<file path="src/rtl/rs232_fifo_periph.sv">
// Memory-mapped RS-232 peripheral: RX/TX byte FIFOs, sticky error flags, level IRQ
// and a free-running timestamp counter, bridging the peripheral bus to the UART PHY.
module rs232_fifo_periph #(
  parameter int TX_DEPTH_LOG2 = 4,
  parameter int RX_DEPTH_LOG2 = 4,
  parameter int TSC_WIDTH     = 32
) (
  input  logic        clk,
  input  logic        rst_n,
  input  logic [31:0] req_a,
  input  logic        req_r,
  input  logic        req_w,
  input  logic [31:0] req_wd,
  output logic [31:0] res_rd,
  output logic        res_hold,
  input  logic        rs232in_attention,
  input  logic [7:0]  rs232in_data,
  input  logic        rs232out_busy,
  output logic        rs232out_w,
  output logic [7:0]  rs232out_d,
  output logic        irq
);

  localparam int TX_DEPTH = 1 << TX_DEPTH_LOG2;
  localparam int RX_DEPTH = 1 << RX_DEPTH_LOG2;
  localparam logic [TX_DEPTH_LOG2:0]   TX_FULL_COUNT = (TX_DEPTH_LOG2 + 1)'(TX_DEPTH);
  localparam logic [RX_DEPTH_LOG2:0]   RX_FULL_COUNT = (RX_DEPTH_LOG2 + 1)'(RX_DEPTH);
  localparam logic [TX_DEPTH_LOG2:0]   TX_CNT_ONE    = (TX_DEPTH_LOG2 + 1)'(1);
  localparam logic [RX_DEPTH_LOG2:0]   RX_CNT_ONE    = (RX_DEPTH_LOG2 + 1)'(1);
  localparam logic [TX_DEPTH_LOG2-1:0] TX_PTR_ONE    = TX_DEPTH_LOG2'(1);
  localparam logic [RX_DEPTH_LOG2-1:0] RX_PTR_ONE    = RX_DEPTH_LOG2'(1);
  localparam logic [TSC_WIDTH-1:0]     TSC_ONE       = TSC_WIDTH'(1);

  typedef enum logic [1:0] {IDLE, SEND, GAP} state_t;

  logic [7:0] tx_mem [TX_DEPTH];
  logic [7:0] rx_mem [RX_DEPTH];

  logic [TX_DEPTH_LOG2-1:0] tx_wr_ptr_reg, tx_rd_ptr_reg;
  logic [RX_DEPTH_LOG2-1:0] rx_wr_ptr_reg, rx_rd_ptr_reg;
  logic [TX_DEPTH_LOG2:0]   tx_count_reg, tx_count_next;
  logic [RX_DEPTH_LOG2:0]   rx_count_reg, rx_count_next;
  logic [TSC_WIDTH-1:0]     tsc_reg;
  logic                     rx_overrun_reg, tx_overflow_reg;
  logic                     irq_rx_en_reg, irq_tx_en_reg;
  logic [31:0]              res_rd_reg;
  logic [7:0]               out_d_reg;
  logic                     irq_reg;
  state_t                   state_reg, state_next;

  logic [1:0]  addr;
  logic        data_rd, data_wr, ctrl_wr, sticky_clr;
  logic        tx_empty, tx_full, rx_empty, rx_full;
  logic        tx_push, tx_pop, rx_push, rx_pop;
  logic        tx_overflow_set, rx_overrun_set;
  logic [31:0] status_word, rd_word;
  logic        unused_bits;

  assign addr       = req_a[3:2];
  assign data_rd    = req_r && (addr == 2'd0);
  assign data_wr    = req_w && (addr == 2'd0);
  assign ctrl_wr    = req_w && (addr == 2'd2);
  assign sticky_clr = ctrl_wr && req_wd[2];

  assign tx_empty = (tx_count_reg == '0);
  assign tx_full  = (tx_count_reg == TX_FULL_COUNT);
  assign rx_empty = (rx_count_reg == '0);
  assign rx_full  = (rx_count_reg == RX_FULL_COUNT);

  // A pop in the same cycle frees the slot, so a full FIFO still accepts the push.
  assign tx_pop          = (state_reg == SEND);
  assign tx_push         = data_wr && (!tx_full || tx_pop);
  assign tx_overflow_set = data_wr && tx_full && !tx_pop;
  assign rx_pop          = data_rd && !rx_empty;
  assign rx_push         = rs232in_attention && (!rx_full || rx_pop);
  assign rx_overrun_set  = rs232in_attention && rx_full && !rx_pop;

  assign unused_bits = ^{req_a[31:4], req_a[1:0], req_wd[31:8]};

  always_comb begin
    tx_count_next = tx_count_reg;
    if (tx_push && !tx_pop)
      tx_count_next = tx_count_reg + TX_CNT_ONE;
    else if (!tx_push && tx_pop)
      tx_count_next = tx_count_reg - TX_CNT_ONE;
  end

  always_comb begin
    rx_count_next = rx_count_reg;
    if (rx_push && !rx_pop)
      rx_count_next = rx_count_reg + RX_CNT_ONE;
    else if (!rx_push && rx_pop)
      rx_count_next = rx_count_reg - RX_CNT_ONE;
  end

  always_comb begin
    status_word        = '0;
    status_word[0]     = tx_full;
    status_word[1]     = tx_empty;
    status_word[2]     = rx_empty;
    status_word[3]     = rx_full;
    status_word[4]     = rx_overrun_reg;
    status_word[5]     = tx_overflow_reg;
    status_word[15:8]  = 8'(rx_count_reg);
    status_word[23:16] = 8'(tx_count_reg);
  end

  always_comb begin
    rd_word = '0;
    case (addr)
      2'd0: if (!rx_empty) rd_word = {24'd0, rx_mem[rx_rd_ptr_reg]};
      2'd1: rd_word = status_word;
      2'd2: rd_word = {30'd0, irq_tx_en_reg, irq_rx_en_reg};
      2'd3: rd_word = 32'(tsc_reg);
    endcase
  end

  always_comb begin
    state_next = state_reg;
    case (state_reg)
      IDLE:    if (!tx_empty && !rs232out_busy) state_next = SEND;
      SEND:    state_next = GAP;
      GAP:     state_next = IDLE;
      default: state_next = IDLE;
    endcase
  end

  // Storage arrays carry no reset; the pointers and counts define validity.
  always_ff @(posedge clk) begin
    if (tx_push) tx_mem[tx_wr_ptr_reg] <= req_wd[7:0];
    if (rx_push) rx_mem[rx_wr_ptr_reg] <= rs232in_data;
  end

  always_ff @(posedge clk or negedge rst_n) begin
    if (!rst_n) begin
      tx_wr_ptr_reg   <= '0;
      tx_rd_ptr_reg   <= '0;
      rx_wr_ptr_reg   <= '0;
      rx_rd_ptr_reg   <= '0;
      tx_count_reg    <= '0;
      rx_count_reg    <= '0;
      tsc_reg         <= '0;
      rx_overrun_reg  <= 1'b0;
      tx_overflow_reg <= 1'b0;
      irq_rx_en_reg   <= 1'b0;
      irq_tx_en_reg   <= 1'b0;
      res_rd_reg      <= '0;
      out_d_reg       <= '0;
      irq_reg         <= 1'b0;
      state_reg       <= IDLE;
    end else begin
      tsc_reg      <= tsc_reg + TSC_ONE;
      state_reg    <= state_next;
      tx_count_reg <= tx_count_next;
      rx_count_reg <= rx_count_next;
      if (tx_push) tx_wr_ptr_reg <= tx_wr_ptr_reg + TX_PTR_ONE;
      if (tx_pop)  tx_rd_ptr_reg <= tx_rd_ptr_reg + TX_PTR_ONE;
      if (rx_push) rx_wr_ptr_reg <= rx_wr_ptr_reg + RX_PTR_ONE;
      if (rx_pop)  rx_rd_ptr_reg <= rx_rd_ptr_reg + RX_PTR_ONE;
      // Fetch the head on the way into SEND so it is presented during the strobe.
      if (state_reg == IDLE && state_next == SEND)
        out_d_reg <= tx_mem[tx_rd_ptr_reg];
      if (ctrl_wr) begin
        irq_rx_en_reg <= req_wd[0];
        irq_tx_en_reg <= req_wd[1];
      end
      rx_overrun_reg  <= (rx_overrun_reg  && !sticky_clr) || rx_overrun_set;
      tx_overflow_reg <= (tx_overflow_reg && !sticky_clr) || tx_overflow_set;
      res_rd_reg      <= req_r ? rd_word : 32'd0;
      irq_reg         <= (irq_rx_en_reg && !rx_empty) || (irq_tx_en_reg && tx_empty);
    end
  end

  assign res_rd     = res_rd_reg;
  assign res_hold   = 1'b0;
  assign rs232out_w = (state_reg == SEND);
  assign rs232out_d = out_d_reg;
  assign irq        = irq_reg;

endmodule

</file>
<file path="config.mk">
export PLATFORM = sky130hd
export DESIGN_NAME = rs232_fifo_periph
export DESIGN_NICKNAME = d
export VERILOG_FILES = /design/src/rtl/rs232_fifo_periph.sv
export SDC_FILE = /design/constraint.sdc
export NUM_CORES = 1
export LEC_CHECK = 0
export BUFFER_PORTS_ARGS = -buffer_cell sky130_fd_sc_hd__buf_2
export CORE_MARGIN = 2
export CORE_UTILIZATION = 49
export DETAILED_ROUTE_END_ITERATION = 10
export GPL_TIMING_DRIVEN = 1
export MAX_ROUTING_LAYER = met4
export PLACE_DENSITY_LB_ADDON = 0.15
export SETUP_SLACK_MARGIN = 0.5
export SLEW_MARGIN = 5
export SYNTH_ARGS = -nofsm -noshare
export SYNTH_HDL_FRONTEND = slang
export SYNTH_SLANG_ARGS = --single-unit
</file>
<file path="constraint.sdc">
create_clock -name clk -period 3.1 [get_ports clk]
set_input_delay 0.155 -clock clk [delete_from_list [all_inputs] [get_ports clk]]
set_output_delay 0.155 -clock clk [all_outputs]
set_load 0.1 [all_outputs]
</file>
==> flow_summary.html, run 1 <==
<table>
<tr><th>Metric</th><th>Value</th></tr>
<tr><th colspan="2">Status</th></tr>
<tr><td>Result of the run</td><td>finished clean</td></tr>
<tr><th colspan="2">Setup path</th></tr>
<tr><td>Critical path buffers and inverters</td><td>2</td></tr>
<tr><td>Category of the critical setup timing path</td><td>register to register</td></tr>
<tr><td>Capturing element type of the critical path</td><td>register</td></tr>
<tr><td>Flop-to-flop setup slack</td><td>570 ps</td></tr>
<tr><td>Reg2reg start</td><td>rx_count_reg[0]</td></tr>
<tr><td>Category of cells accounting for the largest share of critical-path delay</td><td>simple AND/OR/NAND/NOR gates</td></tr>
<tr><td>Source of the critical timing path</td><td>rx_count_reg[0]</td></tr>
<tr><td>Series of cell instances along the critical path</td><td>nor4_4 &gt; nand2_2 &gt; and3_4 &gt; inv_2 &gt; ha_4 &gt; inv_2 &gt; fa_2 &gt; a21o_1 &gt; a21oi_2 &gt; xnor2_1 &gt; nor2_1 &gt; xnor2_1</td></tr>
<tr><td>Highest net fanout along the worst path</td><td>4</td></tr>
<tr><td>CP arrival</td><td>~2900 ps</td></tr>
<tr><td>Crit-path max cell delay</td><td>between 400 and 500 ps</td></tr>
<tr><td>Required time of the worst setup path</td><td>roughly 3500 ps</td></tr>
<tr><td>Startpoint class of the critical path</td><td>register</td></tr>
<tr><td>Highest-delay cell along the critical path</td><td>sky130_fd_sc_hd__dfrtp_2</td></tr>
<tr><td>RR Endpoint</td><td>rx_count_reg[4]</td></tr>
<tr><td>R2r worst-path depth</td><td>12</td></tr>
<tr><th colspan="2">Hold path</th></tr>
<tr><td>Endpoint, Worst Hold</td><td>rx_mem[10][5]</td></tr>
<tr><td>Class of the worst hold path</td><td>input pin to register</td></tr>
<tr><td>Hold Path Origin</td><td>rs232in_data[5]</td></tr>
<tr><td>Hold Path Cell Cnt</td><td>1</td></tr>
<tr><th colspan="2">CTS</th></tr>
<tr><td>Clock latency on the worst-skew pair</td><td>approximately 520 ps</td></tr>
<tr><td>Number of levels the H-tree was split into</td><td>2</td></tr>
<tr><td>Number of buffers created by CTS</td><td>38</td></tr>
<tr><td>Clock tree sinks</td><td>about 360</td></tr>
<tr><td>Max Buffers Root-to-Sink</td><td>3</td></tr>
<tr><td>CTS tree</td><td>built</td></tr>
<tr><td>Master cell of the clock root buffer</td><td>sky130_fd_sc_hd__clkbuf_16</td></tr>
<tr><td>CTS clk-pin slew, worst paths</td><td>roughly 60 ps</td></tr>
<tr><th colspan="2">Yosys</th></tr>
<tr><td>Post-synthesis cell count</td><td>approximately 850</td></tr>
<tr><td>Most frequently used flop master after synthesis</td><td>sky130_fd_sc_hd__edfxtp_1</td></tr>
<tr><td>FFs w/ async S/R, synth</td><td>0.291</td></tr>
<tr><td>Area of the mapped netlist</td><td>around 15,000 um^2</td></tr>
<tr><td>Flops &amp; latches, synth</td><td>~360</td></tr>
<tr><td>Number of enable flip-flop cells after synthesis</td><td>approximately 260</td></tr>
<tr><td>Register area share after synthesis</td><td>0.710</td></tr>
<tr><td>Avg Synthesized Cell Area</td><td>roughly 17 um^2</td></tr>
<tr><td>Distinct cell type count after synthesis</td><td>46</td></tr>
<tr><td>Warnings, synthesis</td><td>0</td></tr>
<tr><td>Syn Nets</td><td>between 900 and 1,000</td></tr>
<tr><th colspan="2">Placement</th></tr>
<tr><td>Cell Area, Placed</td><td>roughly 15,000 um^2</td></tr>
<tr><td>Placed wire-length estimate after detailed placement</td><td>19,000 um</td></tr>
<tr><td>Routability congestion estimate</td><td>between 0.7 and 0.8</td></tr>
<tr><td>Number of port buffers</td><td>65</td></tr>
<tr><th colspan="2">Final layout</th></tr>
<tr><td>Most frequent cells in the layout</td><td>sky130_fd_sc_hd__edfxtp_1, sky130_fd_sc_hd__dfrtp_1, sky130_fd_sc_hd__mux4_2</td></tr>
<tr><td>Share of final-layout standard cells stronger than drive strength 1</td><td>0.260</td></tr>
<tr><td>Count of filler cells inserted in the layout</td><td>2,300</td></tr>
<tr><td>Largest registers</td><td>rx_mem (128), tx_mem (128)</td></tr>
<tr><td>Number of antenna cells inserted</td><td>0</td></tr>
<tr><td>Multi-input combinational cell area</td><td>about 4000 um^2</td></tr>
<tr><td>Leading cell type in the layout, fill and taps excluded</td><td>sky130_fd_sc_hd__edfxtp_1</td></tr>
<tr><td>Finished layout cell area</td><td>~17,000 um^2</td></tr>
<tr><td>Area growth from synthesis to layout</td><td>15.9%</td></tr>
<tr><td>Final layout net count</td><td>between 1,000 and 1,500</td></tr>
<tr><td>Area occupied by registers</td><td>10,300 um^2</td></tr>
<tr><th colspan="2">Routing</th></tr>
<tr><td>DRT Wirelength</td><td>28,400 um</td></tr>
<tr><td>Vias after detailed routing</td><td>between 7,000 and 8,000</td></tr>
<tr><td>Post-route DRC violation count</td><td>0</td></tr>
<tr><td>Number of nets with antenna violations after routing</td><td>0</td></tr>
<tr><td>First-pass iteration count of the detailed router</td><td>4</td></tr>
<tr><td>Vias per inst</td><td>around 5.4</td></tr>
<tr><td>First-iteration detailed-routing DRC count</td><td>350</td></tr>
<tr><td>Wire length per cell</td><td>approximately 20 um</td></tr>
<tr><th colspan="2">STA</th></tr>
<tr><td>Minimum period implied by the final worst setup slack</td><td>between 2000 and 3000 ps</td></tr>
<tr><td>Max-slew violations</td><td>0</td></tr>
<tr><td>Setup_tns</td><td>0 ps</td></tr>
<tr><td>Achievable clock frequency</td><td>between 300 and 400 MHz</td></tr>
<tr><td>Total of endpoints with negative setup slack in the final report</td><td>0</td></tr>
<tr><td>Part of the cycle the worst path needs</td><td>0.815</td></tr>
<tr><td>Final clock skew</td><td>16.2 ps</td></tr>
<tr><td>Relative slew margins</td><td>0.515</td></tr>
<tr><td>Worst hold margin</td><td>25.0 ps</td></tr>
<tr><td>Slew at the pin closest to its max-slew limit</td><td>728 ps</td></tr>
<tr><td>Hold Violations, Final</td><td>0</td></tr>
<tr><td>RSZ-0062 raised after global routing</td><td>true</td></tr>
<tr><th colspan="2">Pwr</th></tr>
<tr><td>P_leak</td><td>about 0.0063 uW</td></tr>
<tr><td>Pwr per Cell Area</td><td>862 nW/um^2</td></tr>
<tr><td>Final Power</td><td>~15,000 uW</td></tr>
<tr><td>Worst IR drop on VDD</td><td>approximately 0.00056 V</td></tr>
<tr><th colspan="2">GRT</th></tr>
<tr><td>Number of antenna violations at the first check in global routing</td><td>0</td></tr>
<tr><td>Total congestion overflow after global routing</td><td>0</td></tr>
<tr><td>Maximum number of pins on one net before global-route repair</td><td>45</td></tr>
<tr><td>First-pass GRT wire length</td><td>approximately 45,000 um</td></tr>
<tr><td>Overall fraction of global-route tracks in use</td><td>0.196</td></tr>
<tr><td>Number of global-route vias before repair</td><td>around 7,800</td></tr>
<tr><th colspan="2">Die</th></tr>
<tr><td>Effective utilization at floorplan</td><td>0.494</td></tr>
<tr><td>Die Y</td><td>176 um</td></tr>
<tr><td>Core area</td><td>29,400 um^2</td></tr>
<tr><td>Full die area</td><td>slightly above 30,000 um^2</td></tr>
<tr><td>Die width</td><td>~180 um</td></tr>
<tr><td>Top-Level Pins</td><td>121</td></tr>
<tr><td>Placement Rows</td><td>63</td></tr>
<tr><th colspan="2">Flow run</th></tr>
<tr><td>Max_cap viols</td><td>0</td></tr>
</table>
==> worst max-delay path by stage <==
stage / to / slack [ps] / depth (start not counted)
2_1_floorplan: rx_count_reg[4] / 510 / 12
3_3_place_gp: rx_count_reg[4] / 350 / 12
3_5_place_dp: rx_count_reg[4] / 320 / 12
4_1_cts: rx_count_reg[4] / 490 / 11
5_1_grt: rx_count_reg[4] / 480 / 12
6_report: rx_count_reg[4] / 570 / 12
==> what timing repair did <==
| item | CTS | global route |
|---|---|---|
| setup endpoints to repair | 2 | 3 |
| buffers inserted | 3 | 4 |
| pin swaps | 3 | 5 |
| resized for setup | 9 | 11 |
| hold endpoints to repair | 71 | 0 |
| hold buffers | 3 | 0 |
==> worst reg2reg max path, cell delays in order, from the launching register on <==
cell and delay, ps:
sky130_fd_sc_hd__dfrtp_2 430, sky130_fd_sc_hd__nor4_4 410, sky130_fd_sc_hd__nand2_2 100, sky130_fd_sc_hd__and3_4 200, sky130_fd_sc_hd__inv_2 70, sky130_fd_sc_hd__ha_4 140, sky130_fd_sc_hd__inv_2 70, sky130_fd_sc_hd__fa_2 350
sky130_fd_sc_hd__a21o_1 180, sky130_fd_sc_hd__a21oi_2 140, sky130_fd_sc_hd__xnor2_1 130, sky130_fd_sc_hd__nor2_1 70, sky130_fd_sc_hd__xnor2_1 120
==> per-stage QoR <==
step / cells / setup slack, ps / util
after floorplan: 846 / 508 / -
after global placement: 1298 / 348 / 0.527
after detailed placement: 1298 / 321 / 0.527
after CTS: 1373 / 488 / 0.570
after global routing: 1377 / 478 / 0.572
final: 1377 / 575 / 0.572
==> cells in the mapped netlist (5+ instances only) <==
cell / count / area [um^2]
sky130_fd_sc_hd__and3_1: 15 / 93.8
sky130_fd_sc_hd__edfxtp_1: 256 / 7690
sky130_fd_sc_hd__mux2_2: 6 / 67.6
sky130_fd_sc_hd__a21oi_1: 10 / 50.1
sky130_fd_sc_hd__clkbuf_1: 18 / 67.6
sky130_fd_sc_hd__ha_1: 19 / 238
sky130_fd_sc_hd__nor2_1: 28 / 105
sky130_fd_sc_hd__mux4_2: 65 / 1460
sky130_fd_sc_hd__nand2_1: 55 / 206
sky130_fd_sc_hd__o21ai_0: 10 / 50.1
sky130_fd_sc_hd__nand3_1: 21 / 105
sky130_fd_sc_hd__xnor2_1: 42 / 368
sky130_fd_sc_hd__nand4_1: 12 / 75.1
sky130_fd_sc_hd__a21o_1: 5 / 37.5
sky130_fd_sc_hd__inv_1: 24 / 90.1
sky130_fd_sc_hd__nor4_1: 7 / 43.8
sky130_fd_sc_hd__and2_1: 35 / 219
sky130_fd_sc_hd__nor3_1: 6 / 30.0
sky130_fd_sc_hd__buf_2: 12 / 60.1
sky130_fd_sc_hd__mux2i_1: 33 / 330
sky130_fd_sc_hd__o221ai_1: 9 / 78.8
sky130_fd_sc_hd__dfrtp_1: 105 / 2630
sky130_fd_sc_hd__nor2b_1: 6 / 37.5
sky130_fd_sc_hd__xor2_1: 10 / 87.6
==> where the power goes <==
part           leakage, uW  switching, uW  internal, uW  total, uW
clock             0.000582           1790          2510       4310
combinational      0.00207           2270          1730       4000
sequential         0.00367            510          5680       6190
==> per-layer routing <==
metal | global-route usage | part of all wire | vias up
li1 | - | - | 3443
met1 | 0.267 | 0.45 | 3883
met2 | 0.315 | 0.49 | 127
met3 | 0.0280 | 0.035 | 44
met4 | 0.0506 | 0.022 | 0
met5 | - | 0 | -
==> area by class of cell <==
class                   instances  share of cell area
inverters                      25             0.00558
multi-input cells             422               0.239
clock inverters                20             0.00989
clock buffers                  49              0.0608
flip-flops and latches        361               0.613
repair buffers                110              0.0422
well taps                     390              0.0290
==> kinds of logic after synthesis <==
family,after synthesis,synth area share
other cells,1,0.000258
flops,361,0.710
compound gates,47,0.0223
buf+inv,63,0.0189
xor+xnor,52,0.0313
mux,104,0.128
simple gates,197,0.0699
fa+ha+maj,21,0.0191
Power figures use the tool's default switching activity.
==> run 2, diff against run 1 <==
==> constraint.sdc (replaced) <==
create_clock -name clk -period 2.3 [get_ports clk]
set_input_delay 0.115 -clock clk [delete_from_list [all_inputs] [get_ports clk]]
set_output_delay 0.115 -clock clk [all_outputs]
set_load 0.1 [all_outputs]
==> flow_summary.html, run 2 (synthesis results as in run 1) <==
<table>
<tr><th>Metric</th><th>Value</th></tr>
<tr><th colspan="2">Final layout</th></tr>
<tr><td>Largest registers</td><td>rx_mem (128), tx_mem (128)</td></tr>
<tr><td>Share of final-layout standard cells stronger than drive strength 1</td><td>0.384 (+0.123)</td></tr>
<tr><td>Final layout net count</td><td>1,123 (+6.2%)</td></tr>
<tr><td>Number of antenna cells inserted</td><td>0 (unchanged)</td></tr>
<tr><td>Leading cell type in the layout, fill and taps excluded</td><td>sky130_fd_sc_hd__edfxtp_1</td></tr>
<tr><td>Final Non-Filler Cells</td><td>1,443 (+4.8%)</td></tr>
<tr><td>Utilization after layout</td><td>0.615 (+0.0426)</td></tr>
<tr><td>Most frequent cells in the layout</td><td>sky130_fd_sc_hd__edfxtp_1, sky130_fd_sc_hd__dfrtp_1, sky130_fd_sc_hd__mux4_2</td></tr>
<tr><td>Area growth from synthesis to layout</td><td>24.5%</td></tr>
<tr><th colspan="2">Setup path</th></tr>
<tr><td>Startpoint class of the critical path</td><td>register</td></tr>
<tr><td>Reg2reg start</td><td>rx_count_reg[2]</td></tr>
<tr><td>R2r worst-path depth</td><td>12 (unchanged)</td></tr>
<tr><td>Flop-to-flop setup slack</td><td>-60 ps (-630 ps)</td></tr>
<tr><td>Category of the critical setup timing path</td><td>register to register</td></tr>
<tr><td>RR Endpoint</td><td>rx_count_reg[4]</td></tr>
<tr><td>CP arrival</td><td>2760 ps (-160 ps)</td></tr>
<tr><td>Required time of the worst setup path</td><td>2710 ps (-780 ps)</td></tr>
<tr><td>Capturing element type of the critical path</td><td>register</td></tr>
<tr><td>Highest net fanout along the worst path</td><td>3 (-1)</td></tr>
<tr><th colspan="2">CTS</th></tr>
<tr><td>Number of levels the H-tree was split into</td><td>2 (unchanged)</td></tr>
<tr><td>Clock tree sinks</td><td>361 (unchanged)</td></tr>
<tr><td>CTS clk-pin slew, worst paths</td><td>60 ps (about the same)</td></tr>
<tr><td>Max Buffers Root-to-Sink</td><td>3 (unchanged)</td></tr>
<tr><td>CTS tree</td><td>built</td></tr>
<tr><td>Master cell of the clock root buffer</td><td>sky130_fd_sc_hd__clkbuf_16</td></tr>
<tr><td>Number of buffers created by CTS</td><td>37 (-2.6%)</td></tr>
<tr><td>Clock latency on the worst-skew pair</td><td>530 ps (about the same)</td></tr>
<tr><th colspan="2">Placement</th></tr>
<tr><td>Placed wire-length estimate after detailed placement</td><td>19,800 um (+4.4%)</td></tr>
<tr><td>Number of port buffers</td><td>65 (unchanged)</td></tr>
<tr><td>Routability congestion estimate</td><td>0.899 (+15%)</td></tr>
<tr><td>Number of placed cells counting well taps</td><td>1,312 (+1.1%)</td></tr>
<tr><td>Place WS</td><td>-105 ps (-426 ps)</td></tr>
<tr><th colspan="2">Die</th></tr>
<tr><td>Die width</td><td>176 um (unchanged)</td></tr>
<tr><td>Effective utilization at floorplan</td><td>0.494 (unchanged)</td></tr>
<tr><td>Placement Rows</td><td>63 (unchanged)</td></tr>
<tr><td>Core area</td><td>29,400 um^2 (unchanged)</td></tr>
<tr><td>Full die area</td><td>31,000 um^2 (unchanged)</td></tr>
<tr><td>Die Y</td><td>176 um (unchanged)</td></tr>
<tr><td>Top-Level Pins</td><td>121 (unchanged)</td></tr>
<tr><th colspan="2">Routing</th></tr>
<tr><td>Post-route DRC violation count</td><td>0 (unchanged)</td></tr>
<tr><td>Wire length per cell</td><td>21.4 um (+3.9%)</td></tr>
<tr><td>First-pass iteration count of the detailed router</td><td>5 (+1)</td></tr>
<tr><td>Vias per inst</td><td>5.50 (+0.98%)</td></tr>
<tr><td>Number of nets with antenna violations after routing</td><td>0 (unchanged)</td></tr>
<tr><td>DRT Wirelength</td><td>30,900 um (+8.9%)</td></tr>
<tr><td>Vias after detailed routing</td><td>7,933 (+5.8%)</td></tr>
<tr><td>First-iteration detailed-routing DRC count</td><td>639 (+83%)</td></tr>
<tr><th colspan="2">Pwr</th></tr>
<tr><td>Final Power</td><td>20,800 uW (+44%)</td></tr>
<tr><td>Pwr per Cell Area</td><td>1150 nW/um^2 (+34%)</td></tr>
<tr><td>P_leak</td><td>0.00681 uW (+7.8%)</td></tr>
<tr><td>Worst IR drop on VDD</td><td>0.000869 V (+54%)</td></tr>
<tr><th colspan="2">STA</th></tr>
<tr><td>Relative slew margins</td><td>0.576 (+0.0613)</td></tr>
<tr><td>Final clock skew</td><td>20.6 ps (+4.40 ps)</td></tr>
<tr><td>Slew at the pin closest to its max-slew limit</td><td>636 ps (-91.9 ps)</td></tr>
<tr><td>Part of the cycle the worst path needs</td><td>1.02 (+0.210)</td></tr>
<tr><td>Minimum period implied by the final worst setup slack</td><td>2360 ps (-170 ps)</td></tr>
<tr><td>Total of endpoints with negative setup slack in the final report</td><td>3 (+3)</td></tr>
<tr><td>Worst Setup Slack, final</td><td>-55.4 ps (-630 ps)</td></tr>
<tr><td>Setup_tns</td><td>-146 ps (-146 ps)</td></tr>
<tr><td>Hold Violations, Final</td><td>0 (unchanged)</td></tr>
<tr><td>Max-slew violations</td><td>0 (unchanged)</td></tr>
<tr><td>Achievable clock frequency</td><td>425 MHz (+7.2%)</td></tr>
<tr><td>RSZ-0062 raised after global routing</td><td>true</td></tr>
<tr><th colspan="2">GRT</th></tr>
<tr><td>Number of antenna violations at the first check in global routing</td><td>0 (unchanged)</td></tr>
<tr><td>Total congestion overflow after global routing</td><td>0 (unchanged)</td></tr>
<tr><td>Number of global-route vias before repair</td><td>8,494 (+8.9%)</td></tr>
<tr><td>Maximum number of pins on one net before global-route repair</td><td>43 (-4.4%)</td></tr>
<tr><td>Overall fraction of global-route tracks in use</td><td>0.212 (+0.0158)</td></tr>
<tr><td>First-pass GRT wire length</td><td>48,100 um (+7.4%)</td></tr>
<tr><th colspan="2">Flow run</th></tr>
<tr><td>Max_cap viols</td><td>0 (unchanged)</td></tr>
<tr><th colspan="2">Hold path</th></tr>
<tr><td>Class of the worst hold path</td><td>input pin to register</td></tr>
<tr><td>Hold Path Origin</td><td>req_wd[3]</td></tr>
<tr><td>Endpoint, Worst Hold</td><td>tx_mem[10][3]</td></tr>
<tr><td>Hold Path Cell Cnt</td><td>1 (unchanged)</td></tr>
<tr><th colspan="2">Status</th></tr>
<tr><td>Result of the run</td><td>complete, but fails checks</td></tr>
<tr><td>Violated checks</td><td>negative setup slack</td></tr>
</table>
run 2: cell count changes in the layout (fill, tap and decap cells not counted), moves of 9 or more:
cell,change
sky130_fd_sc_hd__dlygate4sd3_1,+12
sky130_fd_sc_hd__buf_6,+23
sky130_fd_sc_hd__and2_1,-19
sky130_fd_sc_hd__o221ai_2,+9
sky130_fd_sc_hd__buf_4,+23
sky130_fd_sc_hd__nand2_1,-9
sky130_fd_sc_hd__and2_4,+20
sky130_fd_sc_hd__o221ai_1,-9
run 2: area by class of cell:
type	count	area, um^2
Fill cell	2133	11300
Sequential cell	361	10300
Multi-Input combinational cell	422	4590
Timing Repair Buffer	177	1440
Clock buffer	55	1040
Tap cell	390	488
Inverter	25	109
Clock inverter	13	83.8
run 2: power by group:
| group | internal (uW) | leakage (uW) | total, uW | switching (uW) |
|---|---|---|---|---|
| combinational | 3210 | 0.00260 | 7060 | 3850 |
| sequential | 7660 | 0.00366 | 8220 | 556 |
| clock | 3170 | 0.000544 | 5550 | 2390 |
run 2: how the worst max path moves through the flow:
stage,from,endpoint,cells past startpoint
after CTS,rx_count_reg[1],rx_count_reg[4],12
after global placement,tx_count_reg[2],tx_count_reg[4],11
after detailed placement,req_a[3],rx_mem[8][4],6
after global routing,rx_count_reg[2],rx_count_reg[4],12
after floorplan,rx_count_reg[2],rx_count_reg[4],12
final,rx_count_reg[2],rx_count_reg[4],12
run 2: metrics by stage:
| stage | cell area, um^2 | hold slack (ps) |
|---|---|---|
| 6_report | 18100 | 10.1 |
| 5_1_grt | 18100 | 11.7 |
| 4_1_cts | 17600 | 2.48 |
| 3_5_place_dp | 15800 | 162 |
| 3_3_place_gp | 15800 | 144 |
| 2_1_floorplan | 14800 | -181 |
run 2: metal layers:
layer,vias to the layer above,global-route usage,share of wire
met5,-,-,0
met3,61,0.0301,0.037
met4,0,0.0661,0.024
met2,154,0.350,0.52
li1,3586,-,-
met1,4132,0.275,0.42
run 2: worst max-delay path, cell delays in order, from the launching register on:
cell                      delay (ps)
sky130_fd_sc_hd__dfrtp_2         420
sky130_fd_sc_hd__nor4_4          350
sky130_fd_sc_hd__nand2_2         100
sky130_fd_sc_hd__and3_4          170
sky130_fd_sc_hd__inv_4            60
sky130_fd_sc_hd__ha_4            140
sky130_fd_sc_hd__inv_4            50
sky130_fd_sc_hd__fa_2            330
sky130_fd_sc_hd__a21o_1          180
sky130_fd_sc_hd__a21oi_2         140
sky130_fd_sc_hd__xnor2_1         130
sky130_fd_sc_hd__nor2_1           60
sky130_fd_sc_hd__xnor2_1         120
run 2: repair_timing:
| item | in CTS | in global routing |
|---|---|---|
| gates cloned | 1 | 0 |
| resized for setup | 62 | 74 |
| endpoints found under the setup margin | 286 | 302 |
| pin swaps | 18 | 31 |
| hold buffers | 15 | 0 |
| buffers inserted | 24 | 23 |
| hold endpoints to repair | 223 | 0 |
==> run 3, diff against run 2 <==
--- a/config.mk
+++ b/config.mk
@@ -6,6 +6,7 @@
 export NUM_CORES = 1
 export LEC_CHECK = 0
 export BUFFER_PORTS_ARGS = -buffer_cell sky130_fd_sc_hd__buf_2
+export CORE_ASPECT_RATIO = 1.2
 export CORE_MARGIN = 2
 export CORE_UTILIZATION = 49
 export DETAILED_ROUTE_END_ITERATION = 10
==> constraint.sdc (replaced) <==
create_clock -name clk -period 2.85 [get_ports clk]
set_input_delay 0.1425 -clock clk [delete_from_list [all_inputs] [get_ports clk]]
set_output_delay 0.1425 -clock clk [all_outputs]
set_load 0.1 [all_outputs]
==> flow_summary.html, run 3 (synthesis results as in run 1) <==
<table>
<tr><th>Metric</th><th>Value</th></tr>
<tr><th colspan="2">Status</th></tr>
<tr><td>Result of the run</td><td>finished clean</td></tr>
<tr><th colspan="2">Pwr</th></tr>
<tr><td>Portion of total power attributed to the clock network</td><td>0.294 (+0.027)</td></tr>
<tr><td>Sw Ratio</td><td>0.313 (-0.0136)</td></tr>
<tr><td>Worst IR drop on VDD</td><td>0.000691 V (-20%)</td></tr>
<tr><td>Power Internal</td><td>10,800 uW (-23%)</td></tr>
<tr><td>Pwr per Cell Area</td><td>926 nW/um^2 (-20%)</td></tr>
<tr><td>P_leak</td><td>0.00636 uW (-6.5%)</td></tr>
<tr><td>Final Power</td><td>15,700 uW (-25%)</td></tr>
<tr><td>Register share of total power</td><td>0.428 (+0.034)</td></tr>
<tr><td>Part of the total power dissipated in combinational logic</td><td>0.277 (-0.062)</td></tr>
<tr><td>Total net switching power</td><td>4910 uW (-28%)</td></tr>
<tr><th colspan="2">Final layout</th></tr>
<tr><td>Area growth from synthesis to layout</td><td>16.9%</td></tr>
<tr><td>Largest registers</td><td>rx_mem (128), tx_mem (128)</td></tr>
<tr><td>Most frequent cells in the layout</td><td>sky130_fd_sc_hd__edfxtp_1, sky130_fd_sc_hd__dfrtp_1, sky130_fd_sc_hd__mux4_2</td></tr>
<tr><td>Final Non-Filler Cells</td><td>1,390 (-3.7%)</td></tr>
<tr><td>Share of final-layout standard cells stronger than drive strength 1</td><td>0.272 (-0.111)</td></tr>
<tr><td>Finished layout cell area</td><td>17,000 um^2 (-6.1%)</td></tr>
<tr><td>Leading cell type in the layout, fill and taps excluded</td><td>sky130_fd_sc_hd__edfxtp_1</td></tr>
<tr><td>Final layout net count</td><td>1,070 (-4.7%)</td></tr>
<tr><th colspan="2">GRT</th></tr>
<tr><td>Number of antenna violations at the first check in global routing</td><td>1 (+1)</td></tr>
<tr><td>First-pass GRT wire length</td><td>44,000 um (-8.5%)</td></tr>
<tr><td>Maximum number of pins on one net before global-route repair</td><td>58 (+35%)</td></tr>
<tr><td>Total congestion overflow after global routing</td><td>0 (unchanged)</td></tr>
<tr><td>Overall fraction of global-route tracks in use</td><td>0.192 (-0.0193)</td></tr>
<tr><td>Number of global-route vias before repair</td><td>7,768 (-8.5%)</td></tr>
<tr><th colspan="2">Die</th></tr>
<tr><td>Top-Level Pins</td><td>121 (unchanged)</td></tr>
<tr><td>Full die area</td><td>31,000 um^2 (about the same)</td></tr>
<tr><td>Die Y</td><td>193 um (+9.3%)</td></tr>
<tr><td>Die width</td><td>161 um (-8.5%)</td></tr>
<tr><td>Core area</td><td>29,400 um^2 (+0.13%)</td></tr>
<tr><td>Placement Rows</td><td>69 (+9.5%)</td></tr>
<tr><td>Effective utilization at floorplan</td><td>0.493 (-0.000630)</td></tr>
<tr><th colspan="2">Routing</th></tr>
<tr><td>Number of nets with antenna violations after routing</td><td>0 (unchanged)</td></tr>
<tr><td>Vias per inst</td><td>5.35 (-2.7%)</td></tr>
<tr><td>Wire length per cell</td><td>20.1 um (-6.2%)</td></tr>
<tr><td>DRT Wirelength</td><td>27,900 um (-9.7%)</td></tr>
<tr><td>Post-route DRC violation count</td><td>0 (unchanged)</td></tr>
<tr><td>First-iteration detailed-routing DRC count</td><td>540 (-15%)</td></tr>
<tr><td>First-pass iteration count of the detailed router</td><td>4 (-1)</td></tr>
<tr><td>Vias after detailed routing</td><td>7,436 (-6.3%)</td></tr>
<tr><th colspan="2">Placement</th></tr>
<tr><td>Number of port buffers</td><td>65 (unchanged)</td></tr>
<tr><td>Routability congestion estimate</td><td>0.819 (-8.9%)</td></tr>
<tr><td>Number of placed cells counting well taps</td><td>1,288 (-1.8%)</td></tr>
<tr><td>Placed wire-length estimate after detailed placement</td><td>18,600 um (-6.4%)</td></tr>
<tr><td>Cell Area, Placed</td><td>15,500 um^2 (-2.2%)</td></tr>
<tr><th colspan="2">STA</th></tr>
<tr><td>Setup_tns</td><td>0 ps (+146 ps)</td></tr>
<tr><td>Achievable clock frequency</td><td>421 MHz (-0.86%)</td></tr>
<tr><td>Minimum period implied by the final worst setup slack</td><td>2380 ps (+20.4 ps)</td></tr>
<tr><td>RSZ-0062 raised after global routing</td><td>true</td></tr>
<tr><td>Total of endpoints with negative setup slack in the final report</td><td>0 (-3)</td></tr>
<tr><td>Max-slew violations</td><td>0 (unchanged)</td></tr>
<tr><td>Final clock skew</td><td>28.1 ps (+7.49 ps)</td></tr>
<tr><td>Relative slew margins</td><td>0.440 (-0.136)</td></tr>
<tr><td>Hold Violations, Final</td><td>0 (unchanged)</td></tr>
<tr><td>Slew at the pin closest to its max-slew limit</td><td>837 ps (+201 ps)</td></tr>
<tr><td>Part of the cycle the worst path needs</td><td>0.834 (-0.190)</td></tr>
<tr><th colspan="2">Setup path</th></tr>
<tr><td>Highest net fanout along the worst path</td><td>4 (+1)</td></tr>
<tr><td>Crit-path max cell delay</td><td>420 ps (about the same)</td></tr>
<tr><td>Capturing element type of the critical path</td><td>register</td></tr>
<tr><td>Startpoint class of the critical path</td><td>register</td></tr>
<tr><td>Required time of the worst setup path</td><td>3250 ps (+540 ps)</td></tr>
<tr><td>Category of the critical setup timing path</td><td>register to register</td></tr>
<tr><td>CP arrival</td><td>2780 ps (+20 ps)</td></tr>
<tr><td>Highest-delay cell along the critical path</td><td>sky130_fd_sc_hd__dfrtp_2</td></tr>
<tr><td>Series of cell instances along the critical path</td><td>nor4_4 &gt; o311ai_2 &gt; and2_4 &gt; ha_4 &gt; inv_4 &gt; ha_4 &gt; a21o_1 &gt; a21oi_2 &gt; xnor2_1 &gt; nor2_1 &gt; xnor2_1</td></tr>
<tr><th colspan="2">CTS</th></tr>
<tr><td>Master cell of the clock root buffer</td><td>sky130_fd_sc_hd__clkbuf_16</td></tr>
<tr><td>Clock latency on the worst-skew pair</td><td>520 ps (about the same)</td></tr>
<tr><td>CTS clk-pin slew, worst paths</td><td>60 ps (about the same)</td></tr>
<tr><td>Number of buffers created by CTS</td><td>37 (unchanged)</td></tr>
<tr><td>Number of levels the H-tree was split into</td><td>2 (unchanged)</td></tr>
<tr><td>CTS tree</td><td>built</td></tr>
<tr><td>Clock tree sinks</td><td>361 (unchanged)</td></tr>
<tr><td>Max Buffers Root-to-Sink</td><td>3 (unchanged)</td></tr>
<tr><th colspan="2">Flow run</th></tr>
<tr><td>Max_cap viols</td><td>0 (unchanged)</td></tr>
<tr><th colspan="2">Hold path</th></tr>
<tr><td>Class of the worst hold path</td><td>input pin to register</td></tr>
</table>
-- run 3: path summary, 6_finish.rpt --
kind	to	cells past startpoint	startpoint	slack, ps
setup reg to reg	rx_count_reg[4]	11	rx_count_reg[2]	470
setup / recovery	rx_count_reg[4]	11	rx_count_reg[2]	470
hold reg to reg	state_reg[1]	1	state_reg[1]	460
hold / removal	tx_mem[9][5]	1	req_wd[5]	30
max in group asynchronous	rx_rd_ptr_reg[0]	3	rst_n	1820
min in group asynchronous	rx_rd_ptr_reg[2]	2	rst_n	250
-- run 3: final cells by class --
class | instances | area [um^2]
diodes | 1 | 2.50
clock inverters | 16 | 109
repair buffers | 124 | 826
inverters | 25 | 101
fillers | 2248 | 12500
multi-input cells | 422 | 4070
well taps | 390 | 488
clock buffers | 51 | 1060
flip-flops and latches | 361 | 10300
-- run 3: power by group through the flow --
stage                     Combinational (uW)  Sequential [uW]  Clock [uW]
after floorplan                         2790             7180           0
after global placement                  4140             6870           0
after detailed placement                4170             6890           0
after CTS                               4340             6760        4750
after global routing                    4710             6820        4960
final                                   4360             6730        4630
-- run 3: stage by stage --
stage,setup WS (ps),hold slack [ps],utilization
after floorplan,457,-153,-
after global placement,286,253,0.526
after detailed placement,277,269,0.526
after CTS,451,7.28,0.575
after global routing,314,24.4,0.577
final,474,25.7,0.577
-- run 3: worst max-delay path, delay by kind of cell (launching register included) --
family	cells	cell delay, ps
DFF	1	420
xor gates and xnor gates	2	230
adders and majority gates	2	360
and+or+nand+nor	3	640
buffers and inverters	1	70
AOI/OAI and AO/OA	3	520
-- run 3: repair_timing --
action | 4_1_cts | 5_1_grt
pin swaps | 7 | 11
hold buffers | 12 | 0
resized for setup | 8 | 11
endpoints found under the hold margin | 166 | 0
endpoints found under the setup margin | 110 | 93
setup buffers | 17 | 5
-- run 3: metal layers --
layer | track usage | up-vias | wire length [um]
li1 | - | 3473 | -
met2 | 0.336 | 120 | 14700
met1 | 0.236 | 3804 | 11700
met5 | - | - | 0
met3 | 0.0312 | 39 | 981
met4 | 0.0515 | 0 | 590
